File: src/rtl/count_sampler.sv
// Sample FIFO for a free-running counter: each accepted capture stores {wrap, count},
// where wrap flags a value lower than the previously accepted one. Drops are counted.
module count_sampler #(
  parameter int WIDTH = 16,
  parameter int DEPTH = 4
) (
  input  logic             clk,
  input  logic             reset,
  input  logic [WIDTH-1:0] count,
  input  logic             capture,
  input  logic             out_ready,
  input  logic             clear_ovf,
  output logic             out_valid,
  output logic [WIDTH-1:0] out_data,
  output logic             out_wrap,
  output logic             full,
  output logic             overflow,
  output logic [7:0]       drop_count
);

  localparam int AW = $clog2(DEPTH);
  localparam int OW = AW + 1;

  // Handshake: a sample moves downstream on a rising edge where out_valid && out_ready;
  // out_data/out_wrap hold the oldest entry and stay stable until that edge.

  logic [WIDTH:0]   mem [DEPTH];
  logic [AW-1:0]    wr_ptr;
  logic [AW-1:0]    rd_ptr;
  logic [OW-1:0]    occ;
  logic [WIDTH-1:0] last_count;

  logic             pop;
  logic             push;
  logic             drop;
  logic             new_wrap;
  logic             head_from_new;
  logic [AW-1:0]    rd_next;
  logic [OW-1:0]    occ_next;

  assign out_valid = (occ != '0);
  assign full      = (occ == OW'(DEPTH));
  assign pop       = out_valid && out_ready;
  assign push      = capture && (!full || pop);
  assign drop      = capture && !push;
  assign new_wrap  = (count < last_count);
  assign rd_next   = pop ? rd_ptr + AW'(1) : rd_ptr;

  always_comb begin
    occ_next = occ;
    case ({push, pop})
      2'b10:   occ_next = occ + OW'(1);
      2'b01:   occ_next = occ - OW'(1);
      default: occ_next = occ;
    endcase
  end

  // A push that leaves exactly one entry is the new head and bypasses the array.
  assign head_from_new = push && (occ_next == OW'(1));

  always_ff @(posedge clk) begin
    if (push) begin
      mem[wr_ptr] <= {new_wrap, count};
    end
  end

  always_ff @(posedge clk or negedge reset) begin
    if (!reset) begin
      wr_ptr     <= '0;
      rd_ptr     <= '0;
      occ        <= '0;
      out_data   <= '0;
      out_wrap   <= 1'b0;
      last_count <= '0;
      overflow   <= 1'b0;
      drop_count <= 8'd0;
    end else begin
      rd_ptr <= rd_next;
      occ    <= occ_next;
      if (push) begin
        wr_ptr     <= wr_ptr + AW'(1);
        last_count <= count;
      end
      if (head_from_new) begin
        {out_wrap, out_data} <= {new_wrap, count};
      end else if (occ_next != '0) begin
        {out_wrap, out_data} <= mem[rd_next];
      end
      // A drop on the same edge as clear_ovf leaves one recorded drop.
      if (drop) begin
        overflow <= 1'b1;
        if (clear_ovf) begin
          drop_count <= 8'd1;
        end else if (drop_count != 8'hFF) begin
          drop_count <= drop_count + 8'd1;
        end
      end else if (clear_ovf) begin
        overflow   <= 1'b0;
        drop_count <= 8'd0;
      end
    end
  end

endmodule
File: config.mk
export PLATFORM = sky130hd
export DESIGN_NAME = count_sampler
export DESIGN_NICKNAME = d
export VERILOG_FILES = /design/src/rtl/count_sampler.sv
export SDC_FILE = /design/constraint.sdc
export NUM_CORES = 1
export LEC_CHECK = 0
export CAP_MARGIN = 10
export CORE_ASPECT_RATIO = 0.9
export CORE_MARGIN = 2
export CORE_UTILIZATION = 55
export CTS_CLUSTER_DIAMETER = 80
export DETAILED_ROUTE_END_ITERATION = 8
export GPL_TIMING_DRIVEN = 0
export HOLD_SLACK_MARGIN = 0.02
export PLACE_DENSITY = 0.76
export SLEW_MARGIN = 20
export SYNTH_ARGS = -nofsm -noshare
export SYNTH_HDL_FRONTEND = slang
export SYNTH_SLANG_ARGS = --single-unit
File: constraint.sdc
create_clock -name clk -period 6.8 [get_ports clk]
set_clock_uncertainty 0.1 [all_clocks]
set_input_delay 1.36 -clock clk [delete_from_list [all_inputs] [get_ports clk]]
set_output_delay 1.36 -clock clk [all_outputs]
set_load 0.005 [all_outputs]
==> results of run 1 <==
-- cell families (layout without fill, tap and decap cells) --
| kind of cell | Yosys count | after routing |
|---|---|---|
| buffers and inverters | 67 | 146 |
| multiplexers | 20 | 20 |
| AND/OR/NAND/NOR | 218 | 218 |
| AO/OA/AOI/OAI | 88 | 88 |
| flip-flops | 117 | 117 |
| XOR/XNOR | 13 | 13 |
| adder cells (fa/ha/maj) | 22 | 22 |
-- worst max-delay path, stage by stage --
cell,delay (ns)
clkdlybuf4s50_1,0.49
nor4b_4,0.41
nor2b_2,0.17
inv_2,0.22
buf_2,0.32
ha_1,0.28
inv_1,0.07
fa_1,0.47
nor2b_1,0.32
a22oi_4,0.16
nor2_2,0.34
clkbuf_1,0.54
a211o_1,0.22
-- state kept, by name, summed over array words and instances, names as in the netlist --
name        flops
wr_ptr          2
out_wrap        1
drop_count      8
last_count     16
rd_ptr          2
out_data       16
overflow        1
mem            68
occ             3
-- per-layer routing --
metal  share of wire  vias to the layer above
li1                -                     2137
met1            0.41                     2318
met2            0.49                      250
met3           0.085                       31
met4           0.019                        0
met5               0                        -
-- power by group through the flow --
stage               logic [mW]  registers, mW  clock network, mW
finish                    1.45           1.03              0.860
CTS                       1.43           1.03              0.864
global route              1.57           1.05              0.899
detailed placement        1.42           1.04                  0
global placement          1.37           1.03                  0
floorplan                0.955           1.02                  0
-- how the worst max path moves through the flow --
stage / startpoint / end / slack (ns)
6_report: out_ready / out_data[10] / 1.66
5_1_grt: out_ready / out_data[14] / 1.36
4_1_cts: out_ready / out_data[10] / 1.65
3_5_place_dp: out_ready / out_data[14] / 1.22
3_3_place_gp: out_ready / out_data[5] / 1.31
2_1_floorplan: out_ready / out_data[7] / 2.67
-- through the flow --
step	setup WS (ns)	hold slack [ns]	utilization	instance area, sq um	cells
2_1_floorplan	2.67	0.347	-	6240	545
3_3_place_gp	1.31	0.360	0.630	6900	744
3_5_place_dp	1.22	0.387	0.630	6900	744
4_1_cts	1.65	0.393	0.682	7470	776
6_report	1.66	0.386	0.682	7470	776
5_1_grt	1.36	0.412	0.682	7470	776
-- final cells by class --
cell class	count	area, sq um
Buffer	39	214
Clock buffer	24	504
Clock inverter	8	68.8
Fill cell	807	3480
Inverter	28	105
Multi-Input combinational cell	361	2650
Sequential cell	117	3270
Tap cell	152	190
Timing Repair Buffer	47	468
-- cell usage in the layout, fill, tap and decap left out, types with 3 or more instances in the layout --
cell and instances:
clkdlybuf4s50_1 46, a22oi_1 15, clkbuf_1 21, nand3b_1 3, nand4_1 6, inv_1 26
dfrtp_1 49, buf_4 3, edfxtp_1 68, nor3b_1 10, nor4_1 5, nor3b_2 21
nor3_1 33, and3_1 46, o21ai_0 19, nor4_2 12, nor2_1 12, clkinv_2 5
or3_1 4, clkbuf_16 19, mux2i_1 17, nand2_1 46, a211o_1 15, buf_6 6
o21ai_1 15, ha_1 21, a21oi_1 10, and2_1 4, buf_2 12, xnor2_1 10
nand3_1 8
==> report_table.html, run 1 <==
<table>
<tr><th>Metric</th><th>Value</th></tr>
<tr><th colspan="2">Run status</th></tr>
<tr><td>Result of the run</td><td>completed</td></tr>
<tr><th colspan="2">Logic synthesis</th></tr>
<tr><td>Most used flip-flop cell after synthesis</td><td>edfxtp_1</td></tr>
<tr><td>Number of unique standard cell types used by synthesis</td><td>53</td></tr>
<tr><td>Sequential share of the synthesized area</td><td>0.524</td></tr>
<tr><td>XOR/XNOR share of the synthesized area</td><td>0.0207</td></tr>
<tr><td>Multiplexer share of the synthesized area</td><td>0.0333</td></tr>
<tr><td>Number of instances in the synthesized netlist</td><td>545</td></tr>
<tr><td>Mean instance size in the synthesized netlist</td><td>11.4 sq um</td></tr>
<tr><td>Commonest cells in the synthesized netlist</td><td>edfxtp_1, dfrtp_1, and3_1, nand2_1, nor3_1</td></tr>
<tr><td>Area fraction in and, or, nand and nor cells after synthesis</td><td>0.226</td></tr>
<tr><td>Syn_nets</td><td>588</td></tr>
<tr><td>Adder and majority gate portion of the synthesized area</td><td>0.0453</td></tr>
<tr><td>Main combinational cell family by area after synthesis</td><td>simple AND/OR/NAND/NOR gates</td></tr>
<tr><td>Top cells by area in the synthesized netlist</td><td>edfxtp_1, dfrtp_1, and3_1</td></tr>
<tr><td>Async S/R FF share, synth</td><td>0.419</td></tr>
<tr><td>Yosys warnings</td><td>0</td></tr>
<tr><td>Cell area after synthesis</td><td>6240 sq um</td></tr>
<tr><td>Most common cell in the netlist</td><td>edfxtp_1</td></tr>
<tr><td>Post-synth EDFFs</td><td>68</td></tr>
<tr><td>Cell taking the most area after synthesis</td><td>edfxtp_1</td></tr>
<tr><td>Complex-gate fraction of the synthesized area</td><td>0.0993</td></tr>
<tr><td>Fraction of post-synthesis cell area in the top cell type by area</td><td>0.327</td></tr>
<tr><td>FF+latch count, synth</td><td>117</td></tr>
<tr><th colspan="2">Min path</th></tr>
<tr><td>Worst hold start</td><td>out_data[1]</td></tr>
<tr><td>Worst Hold Path EP</td><td>out_data[1]</td></tr>
<tr><td>Class of the worst hold path</td><td>flop to flop</td></tr>
<tr><td>Hold Path Depth</td><td>1</td></tr>
<tr><th colspan="2">Floorplanning</th></tr>
<tr><td>IO Pins</td><td>49</td></tr>
<tr><td>Floorplan row count</td><td>36</td></tr>
<tr><td>Starting density of the core</td><td>0.570</td></tr>
<tr><td>Die area</td><td>12,200 sq um</td></tr>
<tr><td>Area of the core</td><td>10,900 sq um</td></tr>
<tr><td>Overall die height</td><td>105 um</td></tr>
<tr><td>Die width</td><td>116 um</td></tr>
<tr><th colspan="2">Clock network</th></tr>
<tr><td>Skew-Pair Late Insertion Delay</td><td>0.41 ns</td></tr>
<tr><td>Clock edge transition at the registers on the reported setup and hold paths</td><td>0.05 ns</td></tr>
<tr><td>Number of sinks driven by the clock tree</td><td>117</td></tr>
<tr><td>Cell at the root of the clock tree</td><td>clkbuf_16</td></tr>
<tr><td># hold bufs at CTS</td><td>0</td></tr>
<tr><td>Setup repair bufs after CTS</td><td>0</td></tr>
<tr><td>CTS tree</td><td>built</td></tr>
<tr><td>Largest buffer count on any clock path</td><td>2</td></tr>
<tr><td>PostCTS Resize Cnt</td><td>0</td></tr>
<tr><td>CTS HTree Levels</td><td>4</td></tr>
<tr><td>Clock buffer count from CTS</td><td>17</td></tr>
<tr><th colspan="2">STA</th></tr>
<tr><td>RSZ-0062 raised after global routing</td><td>false</td></tr>
<tr><td>Maximum clock frequency</td><td>194 MHz</td></tr>
<tr><td>Tcrit/Tclk final</td><td>0.756</td></tr>
<tr><td>Final critical delay including setup and external delays</td><td>5.14 ns</td></tr>
<tr><td>Actual transition at the worst max-transition pin</td><td>1.00 ns</td></tr>
<tr><td>Final-report max-slew violation count</td><td>0</td></tr>
<tr><td>Sum of negative setup slack</td><td>0 ns</td></tr>
<tr><td>Final-report setup violation count</td><td>0</td></tr>
<tr><td>Hold violation total from the final report</td><td>0</td></tr>
<tr><td>Worst slew margin</td><td>0.330</td></tr>
<tr><th colspan="2">Placed design</th></tr>
<tr><td>Weighted congestion at the end of routability-driven global placement</td><td>0.915</td></tr>
<tr><td>Post-detail-place hpwl</td><td>10.8 mm</td></tr>
<tr><td>Quantity of I/O buffers inserted on ports</td><td>47</td></tr>
<tr><th colspan="2">Drt</th></tr>
<tr><td>Drc violations</td><td>0</td></tr>
<tr><td>DR vias/cell</td><td>6.10</td></tr>
<tr><td>Remaining antenna violation count after routing</td><td>0</td></tr>
<tr><td>Number of DRC markers after the initial detailed-route iteration</td><td>489</td></tr>
<tr><td>First-pass iteration count of the detailed router</td><td>5</td></tr>
<tr><td>Routed via count</td><td>4,736</td></tr>
<tr><td>Mean routed wirelength per cell</td><td>21.1 um</td></tr>
<tr><td>Drt total wl</td><td>16.4 mm</td></tr>
<tr><th colspan="2">Global routing</th></tr>
<tr><td>Overflow left after global routing</td><td>0</td></tr>
<tr><td>M2 GR Usage</td><td>0.451</td></tr>
<tr><td>Pin count of the biggest net entering global routing</td><td>50</td></tr>
<tr><td>First-pass GRT wire length</td><td>25.7 mm</td></tr>
<tr><td>Most used routing layer</td><td>met2</td></tr>
<tr><td>Antenna violations before repair</td><td>0</td></tr>
<tr><td>Global Route met3 Usage</td><td>0.0713</td></tr>
<tr><td>Global Route met1 Usage</td><td>0.370</td></tr>
<tr><td>Via count of the first global-routing pass</td><td>4,867</td></tr>
<tr><td>Total routing resource utilization after global routing</td><td>0.283</td></tr>
<tr><th colspan="2">Power and ir drop</th></tr>
<tr><td>P_sw</td><td>1.24 mW</td></tr>
<tr><td>Relative contribution of combinational cells to total power</td><td>0.433</td></tr>
<tr><td>Sequential power share</td><td>0.309</td></tr>
<tr><td>Switching share of total power</td><td>0.370</td></tr>
<tr><td>Maximum ir drop on the vdd rail</td><td>0.218 mV</td></tr>
<tr><td>Leak pwr</td><td>3.12 nW</td></tr>
<tr><td>Total power density per cell area</td><td>447 nW/um^2</td></tr>
<tr><td>Design Power</td><td>3.34 mW</td></tr>
<tr><td>Internal power consumption</td><td>2.10 mW</td></tr>
<tr><td>Part of the power in the clock network</td><td>0.257</td></tr>
<tr><th colspan="2">Critical path</th></tr>
<tr><td>Startpoint class of the critical path</td><td>primary input</td></tr>
<tr><td>Beginning of the worst register-to-register path</td><td>occ[1]</td></tr>
<tr><td>Logic depth of the worst register-to-register path</td><td>12</td></tr>
<tr><td>Capturing point of the worst reg2reg path</td><td>out_data[10]</td></tr>
<tr><td>Arrival time reported for the critical path endpoint</td><td>5.39 ns</td></tr>
<tr><td>Worst setup slack for register-to-register paths</td><td>2.57 ns</td></tr>
<tr><td>Required time of the worst setup path</td><td>7.05 ns</td></tr>
<tr><td>Critical path capture point type</td><td>flop</td></tr>
<tr><td>Type of the worst setup path</td><td>primary input to flop</td></tr>
<tr><td>CP max FO</td><td>10</td></tr>
<tr><th colspan="2">Final layout</th></tr>
<tr><td>Ratio of cells with drive above 1 in the final layout</td><td>0.152</td></tr>
<tr><td>Area growth from synthesis to layout</td><td>19.7%</td></tr>
<tr><td>Antenna Cells</td><td>0</td></tr>
<tr><td>Number of nets in the layout</td><td>654</td></tr>
<tr><th colspan="2">Job</th></tr>
<tr><td>Max cap viols</td><td>0</td></tr>
</table>
Power figures use the tool's default switching activity.
==> run 2, diff against run 1 <==
==> constraint.sdc (replaced) <==
create_clock -name clk -period 4.8 [get_ports clk]
set_clock_uncertainty 0.1 [all_clocks]
set_input_delay 0.96 -clock clk [delete_from_list [all_inputs] [get_ports clk]]
set_output_delay 0.96 -clock clk [all_outputs]
set_load 0.005 [all_outputs]
==> run 2 against run 1 <==
  * Wire length is essentially flat
  * Power grew 42%
  * Utilization is essentially flat
  * Final area is essentially flat
  * Clock power grew 42%
  * Final cell count is the same
  * Register-to-register slack lost 1.9 ns
  * Hold slack is essentially flat
  * Global-route usage is the same
  * Sequential power grew 42%
  * Via count shrank 0.11%
  * Critical path type unchanged
  * Largest cell class unchanged
  * Largest power group unchanged
  * Highest routed layer unchanged
==> report_table.html, run 2 (synthesis gave the netlist of run 1 again) <==
<table>
<tr><th>Metric</th><th>Value</th></tr>
<tr><th colspan="2">Final layout</th></tr>
<tr><td>Most frequent cells in the layout</td><td>edfxtp_1, dfrtp_1, and3_1, nand2_1, clkdlybuf4s50_1</td></tr>
<tr><td>Register containing the most flip-flops in the final layout</td><td>mem</td></tr>
<tr><td>Area growth from synthesis to layout</td><td>19.8% (about the same)</td></tr>
<tr><td>Number of nets in the layout</td><td>654 (unchanged)</td></tr>
<tr><td>Antenna Cells</td><td>0 (unchanged)</td></tr>
<tr><td>Most common cell after layout, fill and taps aside</td><td>edfxtp_1</td></tr>
<tr><td>Ratio of cells with drive above 1 in the final layout</td><td>0.155 (+0.00321)</td></tr>
<tr><td>Area of all placed cells without fillers</td><td>7470 sq um (about the same)</td></tr>
<tr><td>Post-route non-filler standard cell count</td><td>776 (unchanged)</td></tr>
<tr><td>Largest register FFs</td><td>68 (unchanged)</td></tr>
<tr><td>Largest registers</td><td>mem: 68 flops, last_count: 16 flops, out_data: 16 flops</td></tr>
<tr><th colspan="2">Placed design</th></tr>
<tr><td>Post-detail-place hpwl</td><td>10.8 mm (unchanged)</td></tr>
<tr><td>Placed cell areas</td><td>6900 sq um (unchanged)</td></tr>
<tr><td>Weighted congestion at the end of routability-driven global placement</td><td>0.915 (unchanged)</td></tr>
<tr><td># placed instances</td><td>744 (unchanged)</td></tr>
<tr><td>Quantity of I/O buffers inserted on ports</td><td>47 (unchanged)</td></tr>
<tr><th colspan="2">Job</th></tr>
<tr><td>Max cap viols</td><td>0 (unchanged)</td></tr>
<tr><th colspan="2">Floorplanning</th></tr>
<tr><td>Floorplan row count</td><td>36 (unchanged)</td></tr>
<tr><td>Die area</td><td>12,200 sq um (unchanged)</td></tr>
<tr><td>Area of the core</td><td>10,900 sq um (unchanged)</td></tr>
<tr><td>Die width</td><td>116 um (unchanged)</td></tr>
<tr><td>Starting density of the core</td><td>0.570 (unchanged)</td></tr>
<tr><td>Overall die height</td><td>105 um (unchanged)</td></tr>
<tr><td>IO Pins</td><td>49 (unchanged)</td></tr>
<tr><th colspan="2">Clock network</th></tr>
<tr><td>Largest buffer count on any clock path</td><td>2 (unchanged)</td></tr>
<tr><td>CTS HTree Levels</td><td>4 (unchanged)</td></tr>
<tr><td>Cell at the root of the clock tree</td><td>clkbuf_16</td></tr>
<tr><td>Clock buffer count from CTS</td><td>17 (unchanged)</td></tr>
<tr><td>Setup repair bufs after CTS</td><td>0 (unchanged)</td></tr>
<tr><td>PostCTS Resize Cnt</td><td>0 (unchanged)</td></tr>
<tr><td>CTS tree</td><td>built</td></tr>
<tr><td>Number of sinks driven by the clock tree</td><td>117 (unchanged)</td></tr>
<tr><td>Clock edge transition at the registers on the reported setup and hold paths</td><td>0.05 ns (about the same)</td></tr>
<tr><td># hold bufs at CTS</td><td>0 (unchanged)</td></tr>
<tr><td>Skew-Pair Late Insertion Delay</td><td>0.41 ns (about the same)</td></tr>
<tr><th colspan="2">Drt</th></tr>
<tr><td>Number of DRC markers after the initial detailed-route iteration</td><td>513 (+4.9%)</td></tr>
<tr><td>Top routing layer in use</td><td>met4</td></tr>
<tr><td>Routed via count</td><td>4,731 (-0.11%)</td></tr>
<tr><td>Wire length on met2</td><td>8.06 mm (+0.70%)</td></tr>
<tr><td>Remaining antenna violation count after routing</td><td>0 (unchanged)</td></tr>
<tr><td>Met1 Wirelength</td><td>6.74 mm (+0.88%)</td></tr>
<tr><td>Mean routed wirelength per cell</td><td>21.1 um (about the same)</td></tr>
<tr><td>Met3 wire len</td><td>1.24 mm (-11%)</td></tr>
<tr><td>First-pass iteration count of the detailed router</td><td>5 (unchanged)</td></tr>
<tr><td>DR vias/cell</td><td>6.10 (-0.11%)</td></tr>
<tr><td>Drt total wl</td><td>16.4 mm (about the same)</td></tr>
<tr><td>Drc violations</td><td>0 (unchanged)</td></tr>
<tr><th colspan="2">Global routing</th></tr>
<tr><td>Overflow left after global routing</td><td>0 (unchanged)</td></tr>
<tr><td>First-pass GRT wire length</td><td>25.7 mm (unchanged)</td></tr>
<tr><td>Pin count of the biggest net entering global routing</td><td>50 (unchanged)</td></tr>
<tr><td>Total routing resource utilization after global routing</td><td>0.283 (unchanged)</td></tr>
<tr><td>Via count of the first global-routing pass</td><td>4,867 (unchanged)</td></tr>
<tr><td>Antenna violations before repair</td><td>0 (unchanged)</td></tr>
<tr><th colspan="2">STA</th></tr>
<tr><td>Hold violation total from the final report</td><td>0 (unchanged)</td></tr>
<tr><td>Final-report setup violation count</td><td>0 (unchanged)</td></tr>
<tr><td>Worst slew margin</td><td>0.361 (+0.0311)</td></tr>
<tr><td>RSZ-0062 raised after global routing</td><td>false</td></tr>
<tr><td>Final-report max-slew violation count</td><td>0 (unchanged)</td></tr>
<tr><td>Actual transition at the worst max-transition pin</td><td>0.958 ns (-0.0466 ns)</td></tr>
<tr><td>Tcrit/Tclk final</td><td>0.967</td></tr>
<tr><td>Final critical delay including setup and external delays</td><td>4.64 ns</td></tr>
<tr><td>Sum of negative setup slack</td><td>0 ns (unchanged)</td></tr>
<tr><td>Maximum clock frequency</td><td>215 MHz</td></tr>
<tr><th colspan="2">Critical path</th></tr>
<tr><td>Startpoint class of the critical path</td><td>primary input</td></tr>
<tr><td>Required time of the worst setup path</td><td>5.00 ns (-2.05 ns)</td></tr>
<tr><td>Critical path capture point type</td><td>flop</td></tr>
<tr><td>CP max FO</td><td>10 (unchanged)</td></tr>
<tr><td>Type of the worst setup path</td><td>primary input to flop</td></tr>
<tr><td>Arrival time reported for the critical path endpoint</td><td>4.84 ns (-0.55 ns)</td></tr>
<tr><th colspan="2">Power and ir drop</th></tr>
<tr><td>Total power density per cell area</td><td>634 nW/um^2 (+42%)</td></tr>
<tr><td>Maximum ir drop on the vdd rail</td><td>0.319 mV (+46%)</td></tr>
<tr><td>Design Power</td><td>4.74 mW (+42%)</td></tr>
<tr><td>Leak pwr</td><td>3.12 nW (+0.19%)</td></tr>
<tr><th colspan="2">Run status</th></tr>
<tr><td>Result of the run</td><td>completed</td></tr>
<tr><th colspan="2">Min path</th></tr>
<tr><td>Class of the worst hold path</td><td>flop to flop</td></tr>
</table>
run 2: layout make-up:
type,count,area [sq um]
clock buffer,24,504
timing repair buffer,47,468
sequential,117,3270
inverter,28,105
fill,807,3470
tap,152,190
buffer,39,216
clock inverter,8,68.8
multi-input combinational,361,2650
run 2: path summary, 6_finish.rpt:
| check | depth (start not counted) | to | from | slack (ns) |
|---|---|---|---|---|
| hold / removal | 1 | out_data[1] | out_data[1] | 0.39 |
| max in group asynchronous | 1 | rd_ptr[1] | reset | 3.65 |
| setup / recovery | 14 | out_data[8] | out_ready | 0.16 |
| min in group asynchronous | 1 | occ[1] | reset | 0.47 |
| setup reg to reg | 13 | out_data[8] | occ[1] | 0.67 |
| hold reg to reg | 1 | out_data[1] | out_data[1] | 0.39 |
run 2: report_power, final:
group	switching, mW	internal [mW]	total [mW]
clock network	0.438	0.782	1.22
logic	1.20	0.858	2.06
registers	0.118	1.34	1.46
total	1.76	2.98	4.74
run 2: layer usage:
layer / GRT usage / up-vias
li1: - / 2141
met1: 0.370 / 2325
met2: 0.451 / 229
met3: 0.0713 / 36
met4: 0.111 / 0
met5: 0 / -
run 2: critical path: stages:
cell             delay [ns]
clkdlybuf4s50_1        0.49
nor4b_4                0.41
nor2b_2                0.17
inv_2                  0.22
buf_2                  0.32
ha_1                   0.28
inv_1                  0.07
fa_1                   0.47
nor2b_1                0.32
a22o_1                 0.22
buf_6                  0.16
buf_2                  0.26
a22oi_1                0.17
a211o_1                0.30
run 2: metrics by stage:
| step | setup WS, ns | hold WS (ns) | util |
|---|---|---|---|
| floorplan | 1.07 | 0.347 | - |
| global placement | -0.293 | 0.360 | 0.630 |
| detailed placement | -0.384 | 0.387 | 0.630 |
| global route | 0.0115 | 0.412 | 0.683 |
| CTS | 0.0533 | 0.393 | 0.682 |
| finish | 0.159 | 0.386 | 0.683 |
